$ cat src/rtl/buffer_pkg.sv
// Shared constants and helpers for the buffer delay line.
package buffer_pkg;

    localparam int MAX_STAGES = 16;

    // Width of the saturating fill counter; never narrower than one bit.
    function automatic int fill_cnt_width(input int stages);
        return (stages < 1) ? 1 : $clog2(stages + 1);
    endfunction

endpackage

$ cat src/rtl/buffer_stage.sv
// One WIDTH-bit delay register, cleared asynchronously to zero.
// Latency 1 cycle; it has no stall and loads on every edge.
module buffer_stage #(
    parameter int WIDTH = 1
) (
    input  logic             clk,
    input  logic             rst,
    input  logic [WIDTH-1:0] d,
    output logic [WIDTH-1:0] q
);

    always_ff @(posedge clk or posedge rst) begin
        if (rst) q <= '0;
        else     q <= d;
    end

endmodule

$ cat src/rtl/buffer.sv
// Fixed-latency delay line (STAGES cycles, 0 = wire) with a fill flag; it has no stall.
// Optional per-bit rise/fall pulses on y when BUFFER_EDGE_DET_EN is defined.
module buffer
    import buffer_pkg::*;
#(
    parameter int WIDTH  = 1,
    parameter int STAGES = 2
) (
    input  logic             clk,
    input  logic             rst,
    input  logic [WIDTH-1:0] a,
    output logic [WIDTH-1:0] y,
    output logic             y_valid
`ifdef BUFFER_EDGE_DET_EN
    ,
    output logic [WIDTH-1:0] rise,
    output logic [WIDTH-1:0] fall
`endif
);

    if (WIDTH < 1 || WIDTH > 64 || STAGES < 0 || STAGES > MAX_STAGES) begin : g_param_err
        $error("buffer: WIDTH must be 1..64 and STAGES 0..MAX_STAGES");
    end

    if (STAGES == 0) begin : g_wire
        assign y       = a;
        assign y_valid = 1'b1;
    end else begin : g_pipe
        localparam int CW = fill_cnt_width(STAGES);

        logic [WIDTH-1:0] chain [0:STAGES];
        logic [CW-1:0]    fill_cnt;

        assign chain[0] = a;

        for (genvar k = 0; k < STAGES; k++) begin : g_stage
            buffer_stage #(.WIDTH(WIDTH)) u_stage (
                .clk (clk),
                .rst (rst),
                .d   (chain[k]),
                .q   (chain[k+1])
            );
        end

        // Counts edges since reset until the reset zeros have drained out.
        always_ff @(posedge clk or posedge rst) begin
            if (rst)                         fill_cnt <= '0;
            else if (fill_cnt != CW'(STAGES)) fill_cnt <= fill_cnt + 1'b1;
        end

        assign y       = chain[STAGES];
        assign y_valid = (fill_cnt == CW'(STAGES));
    end

`ifdef BUFFER_EDGE_DET_EN
    logic [WIDTH-1:0] y_d;

    always_ff @(posedge clk or posedge rst) begin
        if (rst) y_d <= '0;
        else     y_d <= y;
    end

    assign rise =  y & ~y_d & {WIDTH{y_valid}};
    assign fall = ~y &  y_d & {WIDTH{y_valid}};
`endif

endmodule

$ cat config.mk
export PLATFORM = sky130hd
export DESIGN_NAME = buffer
export DESIGN_NICKNAME = d
export VERILOG_FILES = /design/src/rtl/buffer_pkg.sv /design/src/rtl/buffer_stage.sv /design/src/rtl/buffer.sv
export SDC_FILE = /design/constraint.sdc
export NUM_CORES = 1
export LEC_CHECK = 0
export CAP_MARGIN = 40
export CELL_PAD_IN_SITES_DETAIL_PLACEMENT = 0
export CELL_PAD_IN_SITES_GLOBAL_PLACEMENT = 1
export CORE_AREA = 2 2 39 41
export CTS_BUF_LIST = sky130_fd_sc_hd__clkbuf_8
export DETAILED_ROUTE_END_ITERATION = 16
export DIE_AREA = 0 0 41 43
export PLACE_DENSITY = 0.42
export SYNTH_ARGS = -nofsm -noshare
export SYNTH_HDL_FRONTEND = slang
export SYNTH_SLANG_ARGS = --single-unit
export TNS_END_PERCENT = 10
$ cat constraint.sdc
create_clock -name clk -period 0.96 [get_ports clk]
set_clock_uncertainty 0.15 [all_clocks]
set_input_delay 0.192 -clock clk [delete_from_list [all_inputs] [get_ports clk]]
set_output_delay 0.192 -clock clk [all_outputs]
set_load 0.005 [all_outputs]
==> results of run 1 <==
[what timing repair did]
action	4_1_cts	5_1_grt
pin swaps	2	1
gates resized for setup	11	1
buffers inserted	1	0
setup endpoints to repair	4	4
[cell type report]
type	instances	area [sq um]	area share, %
sequential	4	100.1	31.75
timing repair buffer	8	73.82	23.41
multi-input combinational	4	68.82	21.83
clock buffer	3	41.29	13.10
tap	16	20.02	6.349
inverter	3	11.26	3.571
[per-stage QoR]
step                worst slack, ns  hold WS, ns  util, %  setup TNS [ns]
global route                -0.2985      0.03373    22.78         -0.8798
CTS                         -0.2809      0.01455    23.15         -0.8750
global placement            -0.4272       0.1944    18.08         -0.8334
finish                      -0.2696      0.01233    22.78         -0.7468
detailed placement          -0.4353       0.1973    18.08         -0.8491
floorplan                  -0.01538      -0.1919        -        -0.01538
[worst max-delay path: cells and delay by family, from the launching register on]
family / cells / cell delay, ns
flip-flops: 1 / 0.40
buffers and inverters: 1 / 0.10
adder cells (fa/ha/maj): 1 / 0.17
[layer usage]
metal | part of all wire [%] | routed length [microns] | vias up
li1 | - | - | 55
met1 | 49 | 118 | 48
met2 | 40 | 96 | 5
met3 | 11 | 27 | 0
met4 | 0 | 0 | 0
met5 | 0 | 0 | -
[worst paths after layout]
| kind | slack (ns) | from | end |
|---|---|---|---|
| setup / recovery | -0.27 | g_pipe.fill_cnt[1] | y_valid |
| max in group asynchronous | 0.50 | rst | g_pipe.g_stage[1].u_stage.q |
| setup reg to reg | -0.22 | g_pipe.fill_cnt[0] | g_pipe.fill_cnt[1] |
| hold / removal | 0.01 | rst | g_pipe.fill_cnt[1] |
| hold reg to reg | 0.20 | g_pipe.g_stage[0].u_stage.q | g_pipe.g_stage[1].u_stage.q |
| min in group clk | 0.20 | g_pipe.g_stage[0].u_stage.q | g_pipe.g_stage[1].u_stage.q |
[synth_stat cells (all sizes together)]
cell | n | area (sq um)
ha | 2 | 25.02
dfrtp | 4 | 100.1
inv | 3 | 11.26
xnor2 | 1 | 8.760
mux2i | 1 | 10.01
[power by group]
| part | switching (mW) | leakage [nW] | internal [mW] | total, mW |
|---|---|---|---|---|
| Clock | 0.0761 | 0.0216 | 0.266 | 0.342 |
| Combinational | 0.00501 | 0.0832 | 0.00867 | 0.0137 |
| Sequential | 0.00128 | 0.0460 | 0.174 | 0.175 |
[sequential cells by signal (all words and copies together), names as in the netlist]
name,count
g_pipe.fill_cnt,2
g_pipe.g_stage.u_stage.q,2
[cells by family (layout without fill, tap and decap cells)]
family	count (synthesis)	in the layout	share of synthesized area, %
muxes	1	1	6.452
adders and majority gates	2	2	16.13
xor gates and xnor gates	1	1	5.646
buffers and inverters	3	14	7.258
DFF	4	4	64.52
[cells in the final DEF (no fill, tap or decap)]
master           Yosys  final
dfrtp_1              4      4
clkbuf_8             0      3
buf_6                0      3
inv_1                3      2
ha_4                 0      2
clkdlybuf4s50_1      0      2
buf_4                0      2
mux2i_1              1      1
inv_2                0      1
xnor2_1              1      1
clkbuf_2             0      1
==> flow_results.xml, run 1 <==
<?xml version="1.0" encoding="UTF-8"?>
<metrics>
  <group name="layout">
    <metric name="nets" unit="">29</metric>
    <metric name="n_fill_cell" unit="">143</metric>
    <metric name="antenna_cells" unit="">0</metric>
    <metric name="drive_gt1_share" unit="%">54.55</metric>
    <metric name="design_area" unit="sq um">315.3</metric>
    <metric name="synthToLayoutAreaGrowth" unit="%">103.2</metric>
    <metric name="final_standard_cell_count_with_taps_included_and_fillers_excluded" unit="">38</metric>
  </group>
  <group name="route">
    <metric name="first_pass_iteration_count_of_the_detailed_router" unit="">1</metric>
    <metric name="vias" unit="">108</metric>
    <metric name="routed_via_density" unit="">2.842</metric>
    <metric name="antenna_violating_nets_post_route" unit="">0</metric>
    <metric name="wire_per_inst" unit="microns">6.368</metric>
    <metric name="route.detailed.drc" unit="">0</metric>
    <metric name="final_wirelength" unit="microns">242</metric>
    <metric name="drt_first_iter_violations" unit="">0</metric>
  </group>
  <group name="synth">
    <metric name="netlist_instances" unit="">11</metric>
    <metric name="mappedNetlistArea" unit="sq um">155.1</metric>
    <metric name="synth-warning-count" unit="">0</metric>
    <metric name="yosys.cell_types.count" unit="">5</metric>
    <metric name="total_of_flip_flops_plus_latches_after_synthesis" unit="">4</metric>
    <metric name="synth_sequential_area_ratio" unit="%">64.52</metric>
    <metric name="avgSynthCellArea" unit="sq um">14.10</metric>
    <metric name="syn_nets" unit="">16</metric>
  </group>
  <group name="grt">
    <metric name="grt-busiest-layer" unit="">met3</metric>
    <metric name="number_of_global_route_vias_before_repair" unit="">118</metric>
    <metric name="grt_pass1_wl" unit="microns">407</metric>
    <metric name="antenna_found_initial" unit="">0</metric>
    <metric name="gr-usage-all-layers" unit="%">3.935</metric>
    <metric name="globalRouteMet3Util" unit="%">5.759</metric>
    <metric name="grt_overflow_total" unit="">0</metric>
    <metric name="grt_use_met2" unit="%">4.375</metric>
    <metric name="groute.layer.met1.usage" unit="%">3.595</metric>
    <metric name="grt_start_max_net_pins" unit="">5</metric>
  </group>
  <group name="flow_run">
    <metric name="cap_violations" unit="">0</metric>
  </group>
  <group name="power">
    <metric name="vdd_drop_max" unit="V">0.0009902</metric>
    <metric name="totalPowerFinal" unit="mW">0.5315</metric>
    <metric name="powerDensity" unit="mW/mm^2">1686</metric>
    <metric name="p_leak" unit="nW">0.1508</metric>
  </group>
  <group name="timing">
    <metric name="rsz0062_at_grt" unit="">yes</metric>
    <metric name="max_slew.worst_pin.slew" unit="ns">0.1509</metric>
    <metric name="relSlewSlack" unit="%">89.93</metric>
    <metric name="layout_worst_path_cycle_share" unit="%">128.1</metric>
    <metric name="timing.final.ws_setup" unit="ns">-0.2696</metric>
    <metric name="setup_viol_count_final" unit="">4</metric>
    <metric name="hold_viol_final" unit="">0</metric>
    <metric name="final_max_slew_viol_count" unit="">0</metric>
    <metric name="min_period" unit="ns">1.230</metric>
    <metric name="fmax" unit="MHz">813.3</metric>
  </group>
  <group name="outcome">
    <metric name="violated_checks" unit="">setup timing</metric>
    <metric name="status" unit="">finished, violations left</metric>
  </group>
  <group name="critical_path">
    <metric name="timing.critical_path.slowest_stage_cell" unit="">dfrtp_1</metric>
    <metric name="required" unit="ns">0.62</metric>
    <metric name="worst-path-max-fanout" unit="">2</metric>
    <metric name="end_kind" unit="">primary output</metric>
    <metric name="cp.arrival" unit="ns">0.89</metric>
    <metric name="cpPeakStageDelay" unit="ns">0.40</metric>
    <metric name="critical_path.startpoint_type" unit="">flip-flop</metric>
    <metric name="timing.setup.critical_path_class" unit="">reg2out</metric>
    <metric name="crit_chain" unit="">ha_4 &gt; buf_6</metric>
    <metric name="timing.reg2reg.worst_path_depth" unit="">5</metric>
  </group>
  <group name="floorplanning">
    <metric name="boundaryPins" unit="">5</metric>
    <metric name="placement_rows" unit="">14</metric>
    <metric name="floorplan.initialDensity" unit="%">11.21</metric>
    <metric name="core_area" unit="sq mm">0.001384</metric>
    <metric name="die_area" unit="sq mm">0.001763</metric>
    <metric name="fp.dieW" unit="microns">41</metric>
    <metric name="die_height" unit="microns">43</metric>
  </group>
  <group name="placement">
    <metric name="dpl-instance-area" unit="sq um">250.2</metric>
    <metric name="io_buffer_count" unit="">4</metric>
    <metric name="numPlacedInstances" unit="">34</metric>
    <metric name="place_congestion" unit="">0.5824</metric>
    <metric name="hpwl_after_detailed_placement" unit="microns">170.3</metric>
  </group>
  <group name="cts">
    <metric name="cts_hold_buf" unit="">0</metric>
    <metric name="cts-root-buf" unit="">clkbuf_8</metric>
    <metric name="cts_made_buffers" unit="">3</metric>
    <metric name="cts_max_path_buffers" unit="">2</metric>
    <metric name="cts_tree" unit="">built</metric>
    <metric name="clock_sinks" unit="">4</metric>
    <metric name="path_clk_slew" unit="ns">0.03</metric>
    <metric name="clock_insertion_delay_worst_skew" unit="ns">0.21</metric>
    <metric name="cts_htree_levels" unit="">1</metric>
  </group>
  <group name="worst_hold_path">
    <metric name="hold_class" unit="">in2async</metric>
  </group>
</metrics>
(Power assumes the default switching activity.)
==> run 2: changes to the inputs <==
GPL_ROUTABILITY_DRIVEN = 0   (was not set)
==> results of run 2 <==
Same layout as run 1: the final DEF is identical, and so are final timing and power.
==> run 3: changes to the inputs <==
SETUP_SLACK_MARGIN = 0.5   (was not set)
SLEW_MARGIN = 20   (was not set)
==> run 3 against run 2 <==
Effect of this change: the flow still finishes with violations (setup timing); non-clock buffer count is the same; power about the same; critical endpoint unchanged; clock-buffer cell count stayed put; die area unchanged; sequential share of layout area unchanged; utilization stayed put; combinational power is 3% lower; setup slack is the same; via count stayed put; largest cell class unchanged; first-iteration DRC count did not move; clock power is essentially flat.
==> flow_results.xml, run 3 (synthesis results as in run 1) <==
<?xml version="1.0" encoding="UTF-8"?>
<metrics>
  <group name="timing">
    <metric name="fmax" unit="MHz">813.3</metric>
    <metric name="rsz0062_at_grt" unit="">yes</metric>
    <metric name="min_period" unit="ns">1.230</metric>
    <metric name="setup_viol_count_final" unit="">4</metric>
    <metric name="max_slew.worst_pin.slew" unit="ns">0.1071</metric>
    <metric name="hold_viol_final" unit="">0</metric>
    <metric name="final_max_slew_viol_count" unit="">0</metric>
    <metric name="relSlewSlack" unit="%">92.66</metric>
    <metric name="layout_worst_path_cycle_share" unit="%">128.1</metric>
    <metric name="timing.final.ws_setup" unit="ns">-0.2696</metric>
  </group>
  <group name="critical_path">
    <metric name="cp-endpoint" unit="">y_valid</metric>
    <metric name="critical_path.startpoint_type" unit="">flip-flop</metric>
    <metric name="r2r-end" unit="">g_pipe.fill_cnt[1]</metric>
    <metric name="required" unit="ns">0.62</metric>
    <metric name="reg_to_reg_slack_setup" unit="ns">-0.22</metric>
    <metric name="timing.setup.critical_path_class" unit="">reg2out</metric>
    <metric name="timing.reg2reg.worst_path_depth" unit="">5</metric>
    <metric name="startpoint" unit="">g_pipe.fill_cnt[1]</metric>
    <metric name="crit-reg2reg-launch" unit="">g_pipe.fill_cnt[0]</metric>
    <metric name="worst-path-max-fanout" unit="">2</metric>
    <metric name="cp.arrival" unit="ns">0.89</metric>
    <metric name="end_kind" unit="">primary output</metric>
  </group>
  <group name="floorplanning">
    <metric name="fp.dieW" unit="microns">41</metric>
    <metric name="core_area" unit="sq mm">0.001384</metric>
    <metric name="floorplan.initialDensity" unit="%">11.21</metric>
    <metric name="boundaryPins" unit="">5</metric>
    <metric name="placement_rows" unit="">14</metric>
    <metric name="die_height" unit="microns">43</metric>
    <metric name="die_area" unit="sq mm">0.001763</metric>
  </group>
  <group name="route">
    <metric name="vias" unit="">108</metric>
    <metric name="drt_first_iter_violations" unit="">0</metric>
    <metric name="first_pass_iteration_count_of_the_detailed_router" unit="">1</metric>
    <metric name="routed_via_density" unit="">2.842</metric>
    <metric name="wire_per_inst" unit="microns">6.368</metric>
    <metric name="antenna_violating_nets_post_route" unit="">0</metric>
    <metric name="final_wirelength" unit="microns">242</metric>
    <metric name="route.detailed.drc" unit="">0</metric>
  </group>
  <group name="cts">
    <metric name="cts_made_buffers" unit="">3</metric>
    <metric name="cts_hold_buf" unit="">0</metric>
    <metric name="clock_insertion_delay_worst_skew" unit="ns">0.21</metric>
    <metric name="clock_sinks" unit="">4</metric>
    <metric name="path_clk_slew" unit="ns">0.03</metric>
    <metric name="cts_htree_levels" unit="">1</metric>
    <metric name="cts_max_path_buffers" unit="">2</metric>
    <metric name="cts-root-buf" unit="">clkbuf_8</metric>
    <metric name="cts_tree" unit="">built</metric>
  </group>
  <group name="outcome">
    <metric name="status" unit="">finished, violations left</metric>
    <metric name="violated_checks" unit="">setup timing</metric>
  </group>
  <group name="worst_hold_path">
    <metric name="hold_class" unit="">in2async</metric>
  </group>
  <group name="grt">
    <metric name="antenna_found_initial" unit="">0</metric>
    <metric name="grt_pass1_wl" unit="microns">407</metric>
    <metric name="grt_overflow_total" unit="">0</metric>
    <metric name="number_of_global_route_vias_before_repair" unit="">118</metric>
    <metric name="grt_start_max_net_pins" unit="">5</metric>
    <metric name="gr-usage-all-layers" unit="%">3.935</metric>
  </group>
  <group name="layout">
    <metric name="antenna_cells" unit="">0</metric>
    <metric name="design_area" unit="sq um">315.3</metric>
    <metric name="top_flop_regs" unit="">g_pipe.fill_cnt x2, g_pipe.g_stage.u_stage.q x2</metric>
    <metric name="drive_gt1_share" unit="%">59.09</metric>
    <metric name="synthToLayoutAreaGrowth" unit="%">103.2</metric>
    <metric name="most_frequent_standard_cell_in_the_layout_excluding_fill_and_tap_cells" unit="">dfrtp_1</metric>
    <metric name="layout.cells.most_common_list" unit="">4 x dfrtp_1, 3 x clkbuf_8, 3 x buf_6</metric>
    <metric name="nets" unit="">29</metric>
    <metric name="fin_util" unit="%">22.78</metric>
  </group>
  <group name="power">
    <metric name="powerDensity" unit="mW/mm^2">1685</metric>
    <metric name="p_leak" unit="nW">0.1503</metric>
    <metric name="vdd_drop_max" unit="V">0.0009857</metric>
  </group>
  <group name="flow_run">
    <metric name="cap_violations" unit="">0</metric>
  </group>
  <group name="placement">
    <metric name="hpwl_after_detailed_placement" unit="microns">170.3</metric>
    <metric name="dpl-instance-area" unit="sq um">250.2</metric>
    <metric name="io_buffer_count" unit="">4</metric>
  </group>
</metrics>
[run 3: layout make-up]
cell class	count	area, sq um
Fill cell	143	1069
Sequential cell	4	100.1
Timing Repair Buffer	8	73.82
Multi-Input combinational cell	4	68.82
Clock buffer	3	41.29
Tap cell	16	20.02
Inverter	3	11.26
[run 3: report_power, final]
group / switching [mW] / internal (mW)
sequential: 0.00128 / 0.174
combinational: 0.00539 / 0.00790
clock: 0.0761 / 0.266
total: 0.0828 / 0.448
[run 3: routing by layer]
layer / GRT usage [%] / share of wire (%) / vias up
li1: - / - / 55
met3: 5.759 / 11 / 0
met4: 2.000 / 0 / 0
met1: 3.595 / 49 / 48
met5: 0 / 0 / -
met2: 4.375 / 40 / 5
[run 3: critical path: stages (launching register included)]
cell	delay [ns]
dfrtp_1	0.40
ha_4	0.17
buf_6	0.10
[run 3: worst min path at each step]
stage	start	end	slack (ns)	depth (start not counted)
after CTS	rst	g_pipe.fill_cnt[0]	0.007	2
after detailed placement	g_pipe.g_stage[0].u_stage.q	g_pipe.g_stage[1].u_stage.q	0.20	0
after global placement	g_pipe.g_stage[0].u_stage.q	g_pipe.g_stage[1].u_stage.q	0.19	0
final	rst	g_pipe.fill_cnt[1]	0.008	2
after global routing	rst	g_pipe.fill_cnt[1]	0.02	2
after floorplan	rst	g_pipe.fill_cnt[0]	-0.19	1
[run 3: stage by stage]
step	hold slack, ns	power, mW	setup TNS [ns]	std cells	worst slack, ns
after global routing	0.02325	0.5535	-0.8798	38	-0.2985
after floorplan	-0.1919	0.1799	-0.01538	11	-0.01538
final	0.007622	0.5311	-0.7469	38	-0.2696
after global placement	0.1944	0.1930	-0.8334	34	-0.4272
after CTS	0.007273	0.5419	-0.8750	38	-0.2809
after detailed placement	0.1973	0.1933	-0.8491	34	-0.4353
[run 3: what timing repair did]
action,CTS,global route
setup endpoints to repair,10,5
pin swaps,2,1
resized for setup,14,1
endpoints found under the hold margin,0,0
setup buffers,1,0
